<file path="src/rtl/dmem_lsu_pkg.sv">
// Shared encodings and helpers for the data-memory load/store unit.
package dmem_lsu_pkg;

  localparam int unsigned DEF_MEM_BYTES = 256;

  typedef enum logic [1:0] {
    SZ_B = 2'b00,
    SZ_H = 2'b01,
    SZ_W = 2'b10,
    SZ_X = 2'b11
  } size_e;

  typedef enum logic [1:0] {
    IDLE = 2'b00,
    EXEC = 2'b01,
    RESP = 2'b10
  } state_e;

  // Misaligned, illegal-size or out-of-range request.
  function automatic logic access_fault(input logic [1:0]  sz,
                                        input logic [31:0] addr,
                                        input int unsigned mem_bytes);
    logic f;
    case (size_e'(sz))
      SZ_H:    f = addr[0];
      SZ_W:    f = |addr[1:0];
      SZ_X:    f = 1'b1;
      default: f = 1'b0;
    endcase
    return f | (addr >= mem_bytes);
  endfunction

endpackage

</file>
<file path="src/rtl/dmem_lsu_align.sv">
// Lane steering: sub-word store merge and load extract/extend (little-endian).
module dmem_lsu_align
  import dmem_lsu_pkg::*;
(
  input  logic [31:0] old_word_i,
  input  logic [31:0] wdata_i,
  input  logic [1:0]  size_i,
  input  logic        unsigned_i,
  input  logic [1:0]  lane_i,
  output logic [31:0] merged_o,
  output logic [31:0] rdata_o
);

  logic [7:0]  byte_sel;
  logic [15:0] half_sel;

  assign byte_sel = old_word_i[{lane_i, 3'b000} +: 8];
  assign half_sel = old_word_i[{lane_i[1], 4'b0000} +: 16];

  // Replace only the addressed byte/half of the old word.
  always_comb begin
    merged_o = old_word_i;
    case (size_e'(size_i))
      SZ_B:    merged_o[{lane_i, 3'b000} +: 8]     = wdata_i[7:0];
      SZ_H:    merged_o[{lane_i[1], 4'b0000} +: 16] = wdata_i[15:0];
      SZ_W:    merged_o = wdata_i;
      default: merged_o = old_word_i;
    endcase
  end

  // Pick the addressed lane and sign- or zero-extend it.
  always_comb begin
    rdata_o = '0;
    case (size_e'(size_i))
      SZ_B:    rdata_o = {{24{~unsigned_i & byte_sel[7]}}, byte_sel};
      SZ_H:    rdata_o = {{16{~unsigned_i & half_sel[15]}}, half_sel};
      SZ_W:    rdata_o = old_word_i;
      default: rdata_o = '0;
    endcase
  end

endmodule

</file>
<file path="src/rtl/dmem_lsu.sv">
// Load/store unit: latches one request, performs a word-aligned access
// (read-modify-write for sub-word stores) and returns a one-cycle response.
module dmem_lsu
  import dmem_lsu_pkg::*;
#(
  parameter int unsigned MEM_BYTES = DEF_MEM_BYTES
) (
  input  logic        clk,
  input  logic        reset,
  input  logic        req_valid,
  output logic        req_ready,
  input  logic        req_we,
  input  logic [1:0]  req_size,
  input  logic        req_unsigned,
  input  logic [31:0] req_addr,
  input  logic [31:0] req_wdata,
  output logic        rsp_valid,
  output logic [31:0] rsp_rdata,
  output logic        rsp_fault,
  output logic        mem_we,
  output logic [31:0] mem_a,
  output logic [31:0] mem_wd,
  input  logic [31:0] mem_rd
);

  state_e      state_q, state_d;
  logic        we_q, uns_q;
  logic [1:0]  size_q;
  logic [31:0] addr_q, wdata_q;
  logic        rsp_valid_q, rsp_valid_d;
  logic        rsp_fault_q, rsp_fault_d;
  logic [31:0] rsp_rdata_q, rsp_rdata_d;
  logic        accept, req_fault;
  logic [31:0] merged, extracted;

  assign req_ready = (state_q == IDLE);
  assign accept    = req_valid & req_ready;
  // Evaluated on the same values that get latched on this edge.
  assign req_fault = access_fault(req_size, req_addr, MEM_BYTES);

  dmem_lsu_align u_align (
    .old_word_i (mem_rd),
    .wdata_i    (wdata_q),
    .size_i     (size_q),
    .unsigned_i (uns_q),
    .lane_i     (addr_q[1:0]),
    .merged_o   (merged),
    .rdata_o    (extracted)
  );

  // Request latch: captured once at accept, ignored afterwards.
  always_ff @(posedge clk or posedge reset) begin
    if (reset) begin
      we_q    <= 1'b0;
      uns_q   <= 1'b0;
      size_q  <= '0;
      addr_q  <= '0;
      wdata_q <= '0;
    end else if (accept) begin
      we_q    <= req_we;
      uns_q   <= req_unsigned;
      size_q  <= req_size;
      addr_q  <= req_addr;
      wdata_q <= req_wdata;
    end
  end

  // State and response registers.
  always_ff @(posedge clk or posedge reset) begin
    if (reset) begin
      state_q     <= IDLE;
      rsp_valid_q <= 1'b0;
      rsp_fault_q <= 1'b0;
      rsp_rdata_q <= '0;
    end else begin
      state_q     <= state_d;
      rsp_valid_q <= rsp_valid_d;
      rsp_fault_q <= rsp_fault_d;
      rsp_rdata_q <= rsp_rdata_d;
    end
  end

  // Next state and next response; response data holds between responses.
  always_comb begin
    state_d     = state_q;
    rsp_valid_d = 1'b0;
    rsp_fault_d = rsp_fault_q;
    rsp_rdata_d = rsp_rdata_q;
    case (state_q)
      IDLE: begin
        if (accept) begin
          if (req_fault) begin
            state_d     = RESP;
            rsp_valid_d = 1'b1;
            rsp_fault_d = 1'b1;
            rsp_rdata_d = '0;
          end else begin
            state_d = EXEC;
          end
        end
      end
      EXEC: begin
        state_d     = RESP;
        rsp_valid_d = 1'b1;
        rsp_fault_d = 1'b0;
        rsp_rdata_d = we_q ? '0 : extracted;
      end
      RESP:    state_d = IDLE;
      default: state_d = IDLE;
    endcase
  end

  assign rsp_valid = rsp_valid_q;
  assign rsp_fault = rsp_fault_q;
  assign rsp_rdata = rsp_rdata_q;
  assign mem_a     = {addr_q[31:2], 2'b00};
  // Reset gating keeps a reset during EXEC from committing a write.
  assign mem_we    = (state_q == EXEC) & we_q & ~reset;
  assign mem_wd    = ((state_q == EXEC) && we_q) ? merged : '0;

endmodule

</file>
<file path="config.mk">
export PLATFORM = sky130hd
export DESIGN_NAME = dmem_lsu
export DESIGN_NICKNAME = d
export VERILOG_FILES = /design/src/rtl/dmem_lsu_pkg.sv /design/src/rtl/dmem_lsu_align.sv /design/src/rtl/dmem_lsu.sv
export SDC_FILE = /design/constraint.sdc
export NUM_CORES = 1
export LEC_CHECK = 0
export CAP_MARGIN = 25
export CORE_MARGIN = 10
export CORE_UTILIZATION = 51
export DETAILED_ROUTE_END_ITERATION = 12
export PLACE_DENSITY_LB_ADDON = 0.2
export SYNTH_ARGS = -nofsm -noshare
export SYNTH_HDL_FRONTEND = slang
export SYNTH_HIERARCHICAL = 1
export SYNTH_SLANG_ARGS = --single-unit
</file>
<file path="constraint.sdc">
create_clock -name clk -period 9.1 [get_ports clk]
set_clock_uncertainty 0.2 [all_clocks]
set_input_delay 1.365 -clock clk [delete_from_list [all_inputs] [get_ports clk]]
set_output_delay 1.365 -clock clk [all_outputs]
set_load 0.005 [all_outputs]
</file>
==> results <==
- The run finished with clean final reports.
- The xor-xnor portion of the synthesized cell area is 0.
- After detailed placement, the design holds a cell count of 879.
- The CTS H-tree depth is 3.
- Counting the buffers created by CTS gives 9.
- A synthesized cell averages 10.9 sq um.
- The worst setup path is captured at an output port.
- From left edge to right edge, the die measures about 130 um.
- The stage delay of the slowest cell on the critical path is between 0.8 and 0.9 ns.
- For this run the aggregate overflow at the end of global routing stands at 0.
- The count of final max-slew check failures was 0.
- The total negative slack is 0 ns.
- The share of the Yosys chip area taken by registers is 0.413.
- The endpoint required time on the critical path is roughly 7.5 ns.
- The multiplexer share of the synthesized area is 0.183.
- Along the worst hold path, the cell count comes to 2.
- The peak supply drop is approximately 0.00017 V.
- The total routing resource utilization after global routing is 0.240.
- For this design the ratio of total power to cell area is between 150 and 200 mW/mm^2.
- Buffers inserted to repair hold after CTS numbered 0.
- The finished layout holds between 800 and 900 standard cells, fillers aside.
- The routed design has about 21000 um of wire.
- The final cell utilization of the core is 0.698.
- The number of rows created at floorplan is 40.
- The detail route stage leaves a number of antenna-violating nets equal to 0.
- The synthesized flop and latch total is between 100 and 150.
- In this run the vertical extent of the chip is approximately 130 um.
- The count of input and output buffers is 200.
- The number of antenna violations at the first check in global routing is 0.
- The clock latency at the later pin of the worst-skew pair is 0.36 ns.
- Traced cell by cell, the critical path runs through clkinv_1 -> ha_1 -> o31ai_1 -> a22o_1 -> and3_1 -> clkdlybuf4s50_1.
- In the routed layout, each cell is associated on average with a via count of about 6.
- The synthesis warning total is 6.
- Timing would allow up to between 150 and 200 MHz.
- Data on the critical path arrives at its endpoint at 3.81 ns.
- Counting along the longest clock path gives a buffer depth of 2.
- Of the total synthesized cell area, the portion taken by full adders, half adders and majority gates is 0.00994.
- Max-cap violations in this run came to 0.
- Among all stages on the critical path, the largest delay is contributed by sky130_fd_sc_hd__dfrtp_1.
- In this run the worst hold path is classified as reg -> reg.
- The number of gates resized after CTS was 0.
- The number of violations reported at the end of detailed-routing iteration 0 is roughly 590.
- The maximum fanout encountered on the critical timing path is 21.
- The total setup buffers inserted after CTS is 0.
- For this run, the post-layout net count is around 830.
- The share of layout cells above drive strength 1 is 0.198.
- The category of the most critical setup path is reg -> out.
- The worst pin sits at a relative slew slack of 0.362.
- The global routing usage on met2 is 0.378.
- The remaining routing DRC violations is 0.
- TritonCTS built the clock tree.
- The most congested layer reported by global routing is met2.
- Setup repair after global routing left no endpoint under its margin.
- The number of cell instances on the worst register-to-register path is 5.
- Clock-pin slew was measured on the worst setup and hold paths at around 0.080 ns.
- The total chip power is approximately 1.3 mW.
- STA classifies the critical path startpoint as a flip-flop.
- In the global route stage, met1 resource usage came out at 0.282.
- The via count is 5363.
- The number of placed I/O pins is 203.
- For this run, the detailed router's first-pass iteration total came to 8.
- Detailed placement finished with a half-perimeter wire length of roughly 16000 um.
- The placer's final routability congestion estimate is ~0.9.
- The pin count of the biggest net entering global routing is 67.
- The relative area change from synthesis to final layout is 33.6%.
- The post-synthesis cell type count is between 50 and 60.
- The summed instance area of the synthesized netlist is roughly 0.0063 sq mm.
- The transition time at the pin with the least slew margin is approximately 0.95 ns.
- The via count of the first global-routing pass is about 5600.
- The final count of hold timing violations was 0.
- In this run the standard cell core region covers ~0.012 sq mm.
- For met3 alone, demand over resource in global routing was 0.107.
- The most common flop cell mapped by yosys is sky130_fd_sc_hd__dfrtp_1.
- The compound-cell area share of the yosys netlist is 0.181.
- Dividing the detail-routed wire length by the instance count gives 23.5 um.
- The leakage power is approximately 3.6 nW.
- The number of setup violations in the final report is 0.
- Dividing the final minimum period by the clock period gives 0.591.
- The count of mapped cells out of synthesis is 579.
- After synthesis, the largest family of logic cells by area is multiplexers.
- CTS saw ~100 sinks.
- The clock root buffer master is sky130_fd_sc_hd__clkbuf_16.
- Of all flip-flops after synthesis, the portion carrying an async set or reset was 1.00.
- Of the total synthesized cell area, the portion taken by AND, OR, NAND and NOR gates is 0.127.
- The initial core utilization is 0.522.
- The count of flip-flops with a built-in enable after synthesis is 0.
- The die footprint is ~0.017 sq mm.
- The shortest period the worst path allows is roughly 5.4 ns.
- The number of antenna repair diodes is 0.
- The wire length of the first global-routing pass is 33000 um.
## stage by stage
| stage | instance area [sq um] | setup slack, ns | hold WS [ns] |
|---|---|---|---|
| after detailed placement | 8100 | 4.19 | 0.281 |
| after global placement | 8100 | 4.25 | 0.271 |
| after CTS | 8390 | 3.80 | 0.297 |
| after global routing | 8410 | 3.43 | 0.318 |
| final | 8410 | 3.72 | 0.288 |
| after floorplan | 6300 | 3.60 | 0.272 |
## registers in the layout (all words and copies together) (netlist names), 2 cells and up
register,flops
state_q,2
size_q,2
addr_q,32
wdata_q,32
rsp_rdata,32
## synth_stat cells (6+ instances only)
| master | instances | area share |
|---|---|---|
| sky130_fd_sc_hd__and3_1 | 34 | 0.034 |
| sky130_fd_sc_hd__buf_6 | 7 | 0.013 |
| sky130_fd_sc_hd__nor2_1 | 17 | 0.010 |
| sky130_fd_sc_hd__a21o_2 | 6 | 0.0083 |
| sky130_fd_sc_hd__nor3_1 | 6 | 0.0048 |
| sky130_fd_sc_hd__buf_4 | 33 | 0.039 |
| sky130_fd_sc_hd__buf_2 | 14 | 0.011 |
| sky130_fd_sc_hd__nand3_1 | 10 | 0.0079 |
| sky130_fd_sc_hd__dfrtp_1 | 104 | 0.41 |
| sky130_fd_sc_hd__o21ai_0 | 15 | 0.012 |
| sky130_fd_sc_hd__nand3b_1 | 9 | 0.011 |
| sky130_fd_sc_hd__o211ai_1 | 12 | 0.014 |
| sky130_fd_sc_hd__nor2b_1 | 6 | 0.0060 |
| sky130_fd_sc_hd__mux2i_1 | 9 | 0.014 |
| sky130_fd_sc_hd__mux2_2 | 93 | 0.17 |
| sky130_fd_sc_hd__a22o_1 | 41 | 0.057 |
| sky130_fd_sc_hd__a21o_1 | 10 | 0.012 |
| sky130_fd_sc_hd__inv_1 | 12 | 0.0072 |
| sky130_fd_sc_hd__a22oi_1 | 37 | 0.044 |
| sky130_fd_sc_hd__nand2_1 | 16 | 0.0095 |
| sky130_fd_sc_hd__nand2b_1 | 11 | 0.011 |
| sky130_fd_sc_hd__clkbuf_1 | 19 | 0.011 |
## power breakdown
part	switching, mW	total [mW]	internal [mW]
sequential	0.0617	0.569	0.507
clock	0.191	0.384	0.194
combinational	0.181	0.396	0.216
total	0.433	1.35	0.917
## critical path, delay by kind of cell, from the launching register on
kind | cells | cell delay, ns
flip-flops | 1 | 0.88
AO/OA/AOI/OAI | 2 | 1.01
AND/OR/NAND/NOR | 1 | 0.15
buffers and inverters | 2 | 1.03
adder cells (fa/ha/maj) | 1 | 0.37
## final timing paths
path,startpoint,slack [ns],endpoint
setup / recovery,addr_q[1],3.72,mem_wd[5]
hold / removal,rsp_fault,0.29,rsp_fault
setup reg to reg,size_q[0],6.26,rsp_rdata[29]
hold reg to reg,rsp_fault,0.29,rsp_fault
max in group asynchronous,reset,6.27,size_q[0]
min in group asynchronous,reset,1.22,addr_q[4]
## per-layer routing
| layer | wire length (um) | vias to the layer above |
|---|---|---|
| met2 | 9930 | 286 |
| met1 | 8370 | 2618 |
| met4 | 485 | 0 |
| met5 | 0 | - |
| li1 | - | 2420 |
| met3 | 2300 | 39 |
## cells in the final DEF, fill, tap and decap left out, types with 8 or more instances in the layout
cell	Yosys	layout
sky130_fd_sc_hd__nand3b_1	9	9
sky130_fd_sc_hd__mux2i_1	9	9
sky130_fd_sc_hd__dfrtp_1	104	102
sky130_fd_sc_hd__nand2_1	16	16
sky130_fd_sc_hd__clkdlybuf4s50_1	0	200
sky130_fd_sc_hd__a22oi_1	37	37
sky130_fd_sc_hd__o211ai_1	12	12
sky130_fd_sc_hd__clkbuf_16	0	9
sky130_fd_sc_hd__and3_1	34	34
sky130_fd_sc_hd__inv_1	12	11
sky130_fd_sc_hd__o21ai_0	15	15
sky130_fd_sc_hd__a22o_1	41	41
sky130_fd_sc_hd__nand2b_1	11	11
sky130_fd_sc_hd__nand3_1	10	10
sky130_fd_sc_hd__mux2_2	93	93
sky130_fd_sc_hd__nor2_1	17	16
sky130_fd_sc_hd__a21o_1	10	10
sky130_fd_sc_hd__buf_4	33	8
## cells by family (layout without fill, tap and decap cells)
group | count (synthesis) | count (layout)
AOI/OAI and AO/OA | 143 | 143
adders and majority gates | 5 | 5
buffers and inverters | 90 | 239
DFF | 104 | 104
muxes | 103 | 103
other | 1 | 2
and+or+nand+nor | 133 | 133
## cell type report
cell class	count	area, sq um
Tap cell	168	210
Fill cell	925	3650
Sequential cell	104	2610
Inverter	14	55.1
Timing Repair Buffer	209	2080
Multi-Input combinational cell	386	3170
Clock inverter	6	57.6
Clock buffer	10	229
(Power assumes the default switching activity.)
